<file path="src/rtl/simple_alu_feeder.sv">
// simple_alu_feeder
//   Streams two operand vectors (A and B) from memory into two small FIFOs
//   that feed an ALU. A start pulse latches the two base addresses and a
//   beat count. The block then issues alternating A/B read requests and
//   steers the in-order responses into the matching FIFO. It raises
//   done_o once everything has been fetched and consumed.
//
// Ports
//   clk_i, rst_ni                 clock, synchronous active-low reset
//   start_i, base_a_i, base_b_i,
//   len_i                         transfer command (sampled in IDLE)
//   busy_o, done_o                status / one-cycle completion pulse
//   mem_req_o, mem_addr_o,
//   mem_gnt_i                     read request channel (valid/grant)
//   mem_rvalid_i, mem_rdata_i     in-order read response channel
//   a_o, a_valid_o, a_ready_i     operand A stream
//   b_o, b_valid_o, b_ready_i     operand B stream

// Small FIFO; a push into a full FIFO is accepted when a pop happens in
// the same cycle. The head reads as zero while the FIFO is empty.
module simple_alu_feeder_fifo #(
  parameter int Width = 256,
  parameter int Depth = 2,
  parameter int CW    = 2
) (
  input  logic             clk_i,
  input  logic             rst_ni,
  input  logic             push_i,
  input  logic [Width-1:0] data_i,
  input  logic             pop_i,
  output logic [Width-1:0] data_o,
  output logic             valid_o,
  output logic [CW-1:0]    count_o
);
  localparam int PW = (Depth > 1) ? $clog2(Depth) : 1;
  localparam logic [CW-1:0] DEPTH_C = CW'(Depth);

  logic [Width-1:0] mem_q [Depth];
  logic [PW-1:0]    rptr_q, wptr_q;
  logic [CW-1:0]    cnt_q;
  logic             do_push, do_pop;

  function automatic logic [PW-1:0] inc(input logic [PW-1:0] p);
    return (p == PW'(Depth - 1)) ? '0 : p + PW'(1);
  endfunction

  assign do_pop  = pop_i && (cnt_q != '0);
  assign do_push = push_i && ((cnt_q != DEPTH_C) || do_pop);

  always_ff @(posedge clk_i) begin
    if (!rst_ni) begin
      rptr_q <= '0;
      wptr_q <= '0;
      cnt_q  <= '0;
    end else begin
      if (do_push) wptr_q <= inc(wptr_q);
      if (do_pop)  rptr_q <= inc(rptr_q);
      if (do_push && !do_pop)      cnt_q <= cnt_q + CW'(1);
      else if (do_pop && !do_push) cnt_q <= cnt_q - CW'(1);
    end
  end

  // Storage needs no reset; the head is masked while the FIFO is empty.
  always_ff @(posedge clk_i) begin
    if (do_push) mem_q[wptr_q] <= data_i;
  end

  assign valid_o = (cnt_q != '0);
  assign data_o  = valid_o ? mem_q[rptr_q] : '0;
  assign count_o = cnt_q;
endmodule

module simple_alu_feeder #(
  parameter int SpatPar   = 4,
  parameter int DataWidth = 64,
  parameter int AddrWidth = 32,
  parameter int FifoDepth = 2
) (
  input  logic                           clk_i,
  input  logic                           rst_ni,
  input  logic                           start_i,
  input  logic [AddrWidth-1:0]           base_a_i,
  input  logic [AddrWidth-1:0]           base_b_i,
  input  logic [15:0]                    len_i,
  output logic                           busy_o,
  output logic                           done_o,
  output logic                           mem_req_o,
  output logic [AddrWidth-1:0]           mem_addr_o,
  input  logic                           mem_gnt_i,
  input  logic                           mem_rvalid_i,
  input  logic [SpatPar*DataWidth-1:0]   mem_rdata_i,
  output logic [SpatPar*DataWidth-1:0]   a_o,
  output logic                           a_valid_o,
  input  logic                           a_ready_i,
  output logic [SpatPar*DataWidth-1:0]   b_o,
  output logic                           b_valid_o,
  input  logic                           b_ready_i
);
  localparam int BW = SpatPar * DataWidth;
  localparam int CW = $clog2(FifoDepth + 1);
  localparam logic [AddrWidth-1:0] BEAT_BYTES = AddrWidth'(BW / 8);
  localparam logic [CW:0] DEPTH_C = (CW + 1)'(FifoDepth);

  typedef enum logic [1:0] {IDLE, FETCH, DRAIN} state_e;

  state_e               state_q, state_d;
  logic [AddrWidth-1:0] addr_a_q, addr_a_d, addr_b_q, addr_b_d;
  logic [16:0]          tot_q, tot_d;    // 2*len grants per transfer
  logic [16:0]          gcnt_q, gcnt_d;  // grants issued so far
  logic                 tag_q, tag_d;    // port of next response: 0=A, 1=B
  logic [CW-1:0]        out_a_q, out_a_d, out_b_q, out_b_d;
  logic                 done_q, done_d;

  logic [CW-1:0]        cnt_a, cnt_b;
  logic                 sel_b, credit_a, credit_b, req, gnt, rsp;
  logic                 gnt_a, gnt_b, push_a, push_b;

  // The grant count's LSB is the alternation point: even -> A, odd -> B.
  assign sel_b    = gcnt_q[0];
  // Credit is counted against FIFO occupancy plus in-flight reads, so a
  // response always finds room in its FIFO.
  assign credit_a = ({1'b0, cnt_a} + {1'b0, out_a_q}) < DEPTH_C;
  assign credit_b = ({1'b0, cnt_b} + {1'b0, out_b_q}) < DEPTH_C;
  // Credit can only grow while a request waits (pops free space, a
  // response moves an entry from outstanding to FIFO). A raised request
  // therefore stays up until it is granted.
  assign req      = (state_q == FETCH) && (sel_b ? credit_b : credit_a);
  assign gnt      = req && mem_gnt_i;
  assign gnt_a    = gnt && !sel_b;
  assign gnt_b    = gnt && sel_b;
  assign rsp      = mem_rvalid_i && (state_q != IDLE);
  assign push_a   = rsp && !tag_q;
  assign push_b   = rsp && tag_q;

  always_ff @(posedge clk_i) begin
    if (!rst_ni) begin
      state_q  <= IDLE;
      addr_a_q <= '0;
      addr_b_q <= '0;
      tot_q    <= '0;
      gcnt_q   <= '0;
      tag_q    <= 1'b0;
      out_a_q  <= '0;
      out_b_q  <= '0;
      done_q   <= 1'b0;
    end else begin
      state_q  <= state_d;
      addr_a_q <= addr_a_d;
      addr_b_q <= addr_b_d;
      tot_q    <= tot_d;
      gcnt_q   <= gcnt_d;
      tag_q    <= tag_d;
      out_a_q  <= out_a_d;
      out_b_q  <= out_b_d;
      done_q   <= done_d;
    end
  end

  always_comb begin
    state_d  = state_q;
    addr_a_d = addr_a_q;
    addr_b_d = addr_b_q;
    tot_d    = tot_q;
    gcnt_d   = gcnt_q;
    tag_d    = rsp ? ~tag_q : tag_q;
    done_d   = 1'b0;
    unique case (state_q)
      IDLE: begin
        if (start_i) begin
          if (len_i != 16'd0) begin
            addr_a_d = base_a_i;
            addr_b_d = base_b_i;
            tot_d    = {len_i, 1'b0};
            gcnt_d   = '0;
            tag_d    = 1'b0;
            state_d  = FETCH;
          end else begin
            done_d = 1'b1;
          end
        end
      end
      FETCH: begin
        if (gnt) begin
          gcnt_d = gcnt_q + 17'd1;
          if (sel_b) addr_b_d = addr_b_q + BEAT_BYTES;
          else       addr_a_d = addr_a_q + BEAT_BYTES;
          if (gcnt_q + 17'd1 == tot_q) state_d = DRAIN;
        end
      end
      DRAIN: begin
        if (!a_valid_o && !b_valid_o && out_a_q == '0 && out_b_q == '0) begin
          done_d  = 1'b1;
          state_d = IDLE;
        end
      end
      default: state_d = IDLE;
    endcase
  end

  // A grant and a response on the same port cancel out.
  always_comb begin
    out_a_d = out_a_q;
    out_b_d = out_b_q;
    if (gnt_a && !push_a)      out_a_d = out_a_q + CW'(1);
    else if (push_a && !gnt_a) out_a_d = out_a_q - CW'(1);
    if (gnt_b && !push_b)      out_b_d = out_b_q + CW'(1);
    else if (push_b && !gnt_b) out_b_d = out_b_q - CW'(1);
  end

  simple_alu_feeder_fifo #(.Width(BW), .Depth(FifoDepth), .CW(CW)) u_fifo_a (
    .clk_i   (clk_i),
    .rst_ni  (rst_ni),
    .push_i  (push_a),
    .data_i  (mem_rdata_i),
    .pop_i   (a_ready_i),
    .data_o  (a_o),
    .valid_o (a_valid_o),
    .count_o (cnt_a)
  );

  simple_alu_feeder_fifo #(.Width(BW), .Depth(FifoDepth), .CW(CW)) u_fifo_b (
    .clk_i   (clk_i),
    .rst_ni  (rst_ni),
    .push_i  (push_b),
    .data_i  (mem_rdata_i),
    .pop_i   (b_ready_i),
    .data_o  (b_o),
    .valid_o (b_valid_o),
    .count_o (cnt_b)
  );

  assign busy_o     = (state_q != IDLE);
  assign done_o     = done_q;
  assign mem_req_o  = req;
  assign mem_addr_o = req ? (sel_b ? addr_b_q : addr_a_q) : '0;
endmodule

</file>
<file path="config.mk">
export PLATFORM = sky130hd
export DESIGN_NAME = simple_alu_feeder
export DESIGN_NICKNAME = d
export VERILOG_FILES = /design/src/rtl/simple_alu_feeder.sv
export SDC_FILE = /design/constraint.sdc
export NUM_CORES = 1
export LEC_CHECK = 0
export CAP_MARGIN = 20
export CORE_ASPECT_RATIO = 0.75
export CORE_MARGIN = 1.5
export CORE_UTILIZATION = 39
export CTS_BUF_LIST = sky130_fd_sc_hd__clkbuf_8
export CTS_CLUSTER_SIZE = 20
export DETAILED_ROUTE_END_ITERATION = 10
export HOLD_SLACK_MARGIN = 0.02
export PLACE_DENSITY = 0.73
export SYNTH_ARGS = -nofsm -noshare
export SYNTH_HDL_FRONTEND = slang
export SYNTH_HIERARCHICAL = 1
export SYNTH_SLANG_ARGS = --single-unit
export TNS_END_PERCENT = 50
</file>
<file path="constraint.sdc">
create_clock -name clk_i -period 46.8 [get_ports clk_i]
set_input_delay 11.7 -clock clk_i [delete_from_list [all_inputs] [get_ports clk_i]]
set_output_delay 11.7 -clock clk_i [all_outputs]
set_load 0.02 [all_outputs]
</file>
After elaboration in Yosys (flattened, before gate mapping)
Memories as Yosys holds them, arrays and structs flattened. A register that Yosys moved wholly into a read port is not among the register bits.
Index checks and enable logic that the tools add are counted.
- add/subtract/negate cells: 17
- multipliers: 0
- divide/modulo/power cells: 0
- $lt $le $gt $ge: 2
- equality and inequality tests: 12
- shifts and indexed selects: 0
- multiplexer cells: 53
- bitwise logic cells: 1
- reductions and logical operators: 53
- operator list (operator ; count):
    two-way mux 256 bit ; 2
    two-way mux 32 bit ; 10
    one-hot mux 32 bit (2 select lines) ; 2
    adder 32 x 6 -> 32 bit, second input constant ; 2
    two-way mux 17 bit ; 3
    one-hot mux 17 bit (2 select lines) ; 1
    two-way mux 2 bit ; 13
    logical AND 1 bit ; 22
    two-way mux 1 bit ; 20
    adder 17 x 1 -> 17 bit, second input constant ; 1
    == test 17 bit ; 1
    inequality test 2 bit, second input constant ; 8
    nonzero test 16 bit ; 1
    nonzero test 2 bit ; 8
    AND reduction 5 bit ; 3
    zero test 1 bit ; 12
    adder 2 x 1 -> 2 bit, second input constant ; 4
    subtractor 2 x 1 -> 2 bit, second input constant ; 4
    adder 2 x 2 -> 3 bit ; 2
    zero test 2 bit ; 3
    < comparator 3 x 2 -> 1 bit, second input constant ; 2
    one-hot mux 2 bit (3 select lines) ; 1
    adder 1 bit, second input constant ; 4
    AND reduction 4 bit ; 1
    other kinds (7) ; 8
- register bits after elaboration: 113
- bits in latches: 0
- bits in writable memories: 1024
- ROM bits: 0
- input bits: 343
- output and inout bits: 549
- logic and storage cells: 155
- memories: 2
- memory list (name ; depth ; width ; rd ports ; clocked after Yosys merged registers in ; write ports ; RTL line ; RTL):
    u_fifo_a.mem_q ; 2 ; 256 ; 1 ; 1 ; 1 ; 38 ; logic [Width-1:0] mem_q [Depth];
    u_fifo_b.mem_q ; 2 ; 256 ; 1 ; 1 ; 1 ; 38 ;

Longest topological paths before layout
- depth after elaboration: 10
- depth in mapped cells: 10
- mapped depth without buffers: 9

Cells and area by module
The synthesis kept the hierarchy.
- by module, submodules not included (module ; instances ; cells each ; area an instance (sq um) ; sequential area each (sq um)):
    simple_alu_feeder_fifo ; 2 ; 1106 ; 19591.3 ; 15474.8
    simple_alu_feeder ; 1 ; 895 ; 6611.3 ; 2102.0

Worst setup path before layout
No wires, ideal clock.
- path kind: input to register
- from: input mem_rvalid_i
- to: memory u_fifo_a.mem_q[0][0] (enable)
- setup time: 0.908 ns
- arrival: 23.400 ns
- required time: 45.892 ns
- setup slack: 22.493 ns
- stages: 4
- buffers on the path: 0
- cell sequence: and2_1 ha_1 a21boi_2 nor2b_1
- word-level cells in the longest chain between the ends: 5
- ends and longest elaborated chain (element ; RTL line ; RTL):
    start, declared ; 90 ; input logic mem_rvalid_i,
    logical AND 1 bit ; 131 ; assign rsp = mem_rvalid_i && (state_q != IDLE);
    logical AND 1 bit ; 132 ; assign push_a = rsp && !tag_q;
    net push_a ; 116 ; logic gnt_a, gnt_b, push_a, push_b;
    logical AND 1 bit ; 48 ; assign do_push = push_i && ((cnt_q != DEPTH_C) || do_pop);
    two-way mux 1 bit ; 65 ; if (do_push) mem_q[wptr_q] <= data_i;
    two-way mux 1 bit (not written as such) ; 65 ;
    end, declared ; 38 ;
The timed path passes the listed nets, and every way through them passes these cells.

==> metrics.txt <==
clk_lat worst skew 900 ps; post-CTS sizing 0; post-CTS setup buffers 0; r2r setup slk 42080 ps; most frequent cells in the layout edfxtp_1 (1024), clkdlybuf4s50_1 (890), nor2_1 (609), mux2i_1 (547), clkbuf_8 (176); Setup crit start kind register; vias in the first global route 29204; initial core utilization 39.5%; status finished, final reports clean; Post-synth ARST share 0%; internal power 1.93 mW; final core occ 51.0%; maximum capacitance violations 0; Power Density 49.4 nW/um^2; Finished Layout Cells 5726; DRC Markers 0; # setup viols final 0; EDFF count, synth 1024; antenna violations before repair 17; Synth Flop Type edfxtp_1; io pins 892; CTS root buf clkbuf_8; layout cell share with drive strength beyond 1 7.52%; DR iter-0 viols 2498; Yosys Warn Count 6; R2R depth 8; Clock Power Share 27.1%; Least-Margin Pin Slew 1130 ps; synthesized area 45800 sq um; hold path endpoint addr_a_q[0]; setup TNS 0 ps; DR vias 29541; Clock transition at path regs 60 ps; RSZ-0062 raised after global routing no; Synthesized Nets 3461; top-area cell type share of the netlist area 67.1%; Inserted Clock Buffers 172; Max Clock Skew 54.9 ps; Min-Delay Path Class reg -> reg; routability cong. 0.880; P&R area growth vs syn 29.2%; die footprint 120000 sq um; clk buf depth 3; CP max FO 53; Top Usage Layer GRT met2; all-layer global routing usage 20.9%; worst r2r dst u_fifo_a/mem_q[0][91]; min-delay src addr_a_q[0]; Sink Count 1139; fill count 9682; Tmin final 16830 ps; DRT antenna net count 0; Hold Path Depth 2; area occupied by registers 33100 sq um; Synth Instances 3107; Synth Register Bits 1139; M1 GR Usage 26.5%; length of the first detailed-routing pass in iterations 6; die width 399 microns; Worst EP arrival 5130 ps; Logic pwr share 33.1%; net switching power 0.991 mW; fmax 0.0594 GHz; cell taking the most area after synthesis edfxtp_1; first-pass GRT wire length 187000 microns; fin crit share 36.0%; Via density 5.16; core area 116000 sq um; Rel. slew slack 24.9%; CP Class reg -> out; Overflow after GRT 0; final net count 4389; WL per Instance 22.5 microns; sequential fraction of the synthesis area 72.2%; IR drop worst, VDD 0.0326 mV; Slew Viols, Final 0; commonest non-fill, non-tap cell in the layout edfxtp_1; met2 Use GR 34.1%; post-synth cell types 71; reg2reg start state_q[0]; largest cells by area after synthesis edfxtp_1 (67%), mux2i_1 (12%), dfxtp_1 (5.0%), nor2_1 (5.0%), buf_6 (1.4%); sw frac 33.9%; CTS tree yes; port bufs 891; HPWL after DPL 85600 microns; largest net degree at the start of global routing 121; syn_area_per_cell 14.7 sq um; sequential share of power 39.8%; drt total wl 129000 microns; Worst Path Required 35100 ps; Leak 19.0 nW; Post-Place Cells 5401; Hold-fix buffers, CTS 0; Hold Vio Cnt, Final 0; critical path endpoint category output pin; Max H-tree Level 4; # rows 108; footprint of the multi-input gates 11500 sq um; met3 usage 5.85%; die height 300 microns
## synth_stat cells (5+ instances only)
cell / number
or3_1: 10
dfxtp_1: 115
nor3_1: 18
mux2i_1: 547
inv_1: 18
and4_1: 5
nand4_1: 19
nor4_1: 13
a21boi_0: 9
and2_1: 20
a31oi_1: 19
or4_1: 5
a21oi_1: 113
nor2b_1: 5
edfxtp_1: 1024
o31ai_1: 5
buf_6: 55
a211oi_1: 6
o21ai_0: 48
o22ai_1: 7
buf_2: 63
nand3_1: 30
o21a_1: 12
o221a_2: 16
clkbuf_1: 54
o21ai_1: 5
nand2_1: 125
ha_1: 9
buf_1: 5
xor2_1: 15
nor2_1: 609
xnor2_1: 17
nand2b_1: 7
and3_1: 9
a21o_1: 5
## how the worst max path moves through the flow
stage / cells after the start / endpoint / slack, ps / startpoint
2_1_floorplan: 4 / u_fifo_a/mem_q[0][0] / 22490 / mem_rvalid_i
3_3_place_gp: 6 / b_o[86] / 30970 / register
3_5_place_dp: 6 / b_o[86] / 30930 / register
4_1_cts: 6 / b_o[86] / 29920 / register
5_1_grt: 6 / b_o[86] / 29720 / register
6_report: 6 / b_o[86] / 29970 / register
## cell families after synthesis
family,after synthesis,synth area share [%]
XOR/XNOR,32,0.612
flip-flops,1139,72.2
adder cells (fa/ha/maj),11,0.333
multiplexers,547,12.0
AND/OR/NAND/NOR,904,8.44
buffers and inverters,200,2.75
AO/OA/AOI/OAI,274,3.73
## layer usage
metal | wire (microns) | vias up
li1 | - | 13385
met1 | 50500 | 14612
met2 | 62600 | 1320
met3 | 11400 | 218
met4 | 4200 | 6
met5 | 44 | -
## registers in the layout, summed over array words and instances, names as in the netlist, 2 cells and up, named ones only
signal and cells:
out_a_q 2, gcnt_q 17, addr_a_q 32, tot_q 16
out_b_q 2, u_fifo_a/count_o 2, u_fifo_b/mem_q 512, addr_b_q 32
u_fifo_a/mem_q 512, u_fifo_b/count_o 2, state_q 2
## power by group through the flow
stage	clock network (mW)	logic, mW	registers, mW
floorplan	0	0.546	1.18
global placement	0	0.961	1.18
detailed placement	0	0.965	1.18
CTS	0.810	0.971	1.16
global route	0.856	1.02	1.17
finish	0.793	0.966	1.16
## layout make-up
type | instances | share of cell area [%]
Antenna cell | 13 | 0.0550
Clock buffer | 176 | 4.09
Clock inverter | 136 | 1.45
Inverter | 19 | 0.121
Multi-Input combinational cell | 1768 | 19.5
Sequential cell | 1139 | 55.9
Tap cell | 1540 | 3.26
Timing Repair Buffer | 935 | 15.7
## per-stage QoR
step / setup slack (ps) / power (mW) / area [sq um] / hold WS (ps)
after CTS: 29920 / 2.94 / 59200 / 458
after global placement: 30970 / 2.14 / 55800 / 440
final: 29970 / 2.92 / 59200 / 456
after floorplan: 22490 / 1.72 / 45800 / 431
after detailed placement: 30930 / 2.15 / 55900 / 449
after global routing: 29720 / 3.04 / 59200 / 472
## worst max-delay path: stages (launching register included)
cell and delay, ps:
dfxtp_4 900, buf_4 660, buf_4 650, buf_4 830, mux2i_1 170, nor2_1 230, clkdlybuf4s50_1 660
Power figures use the tool's default switching activity.
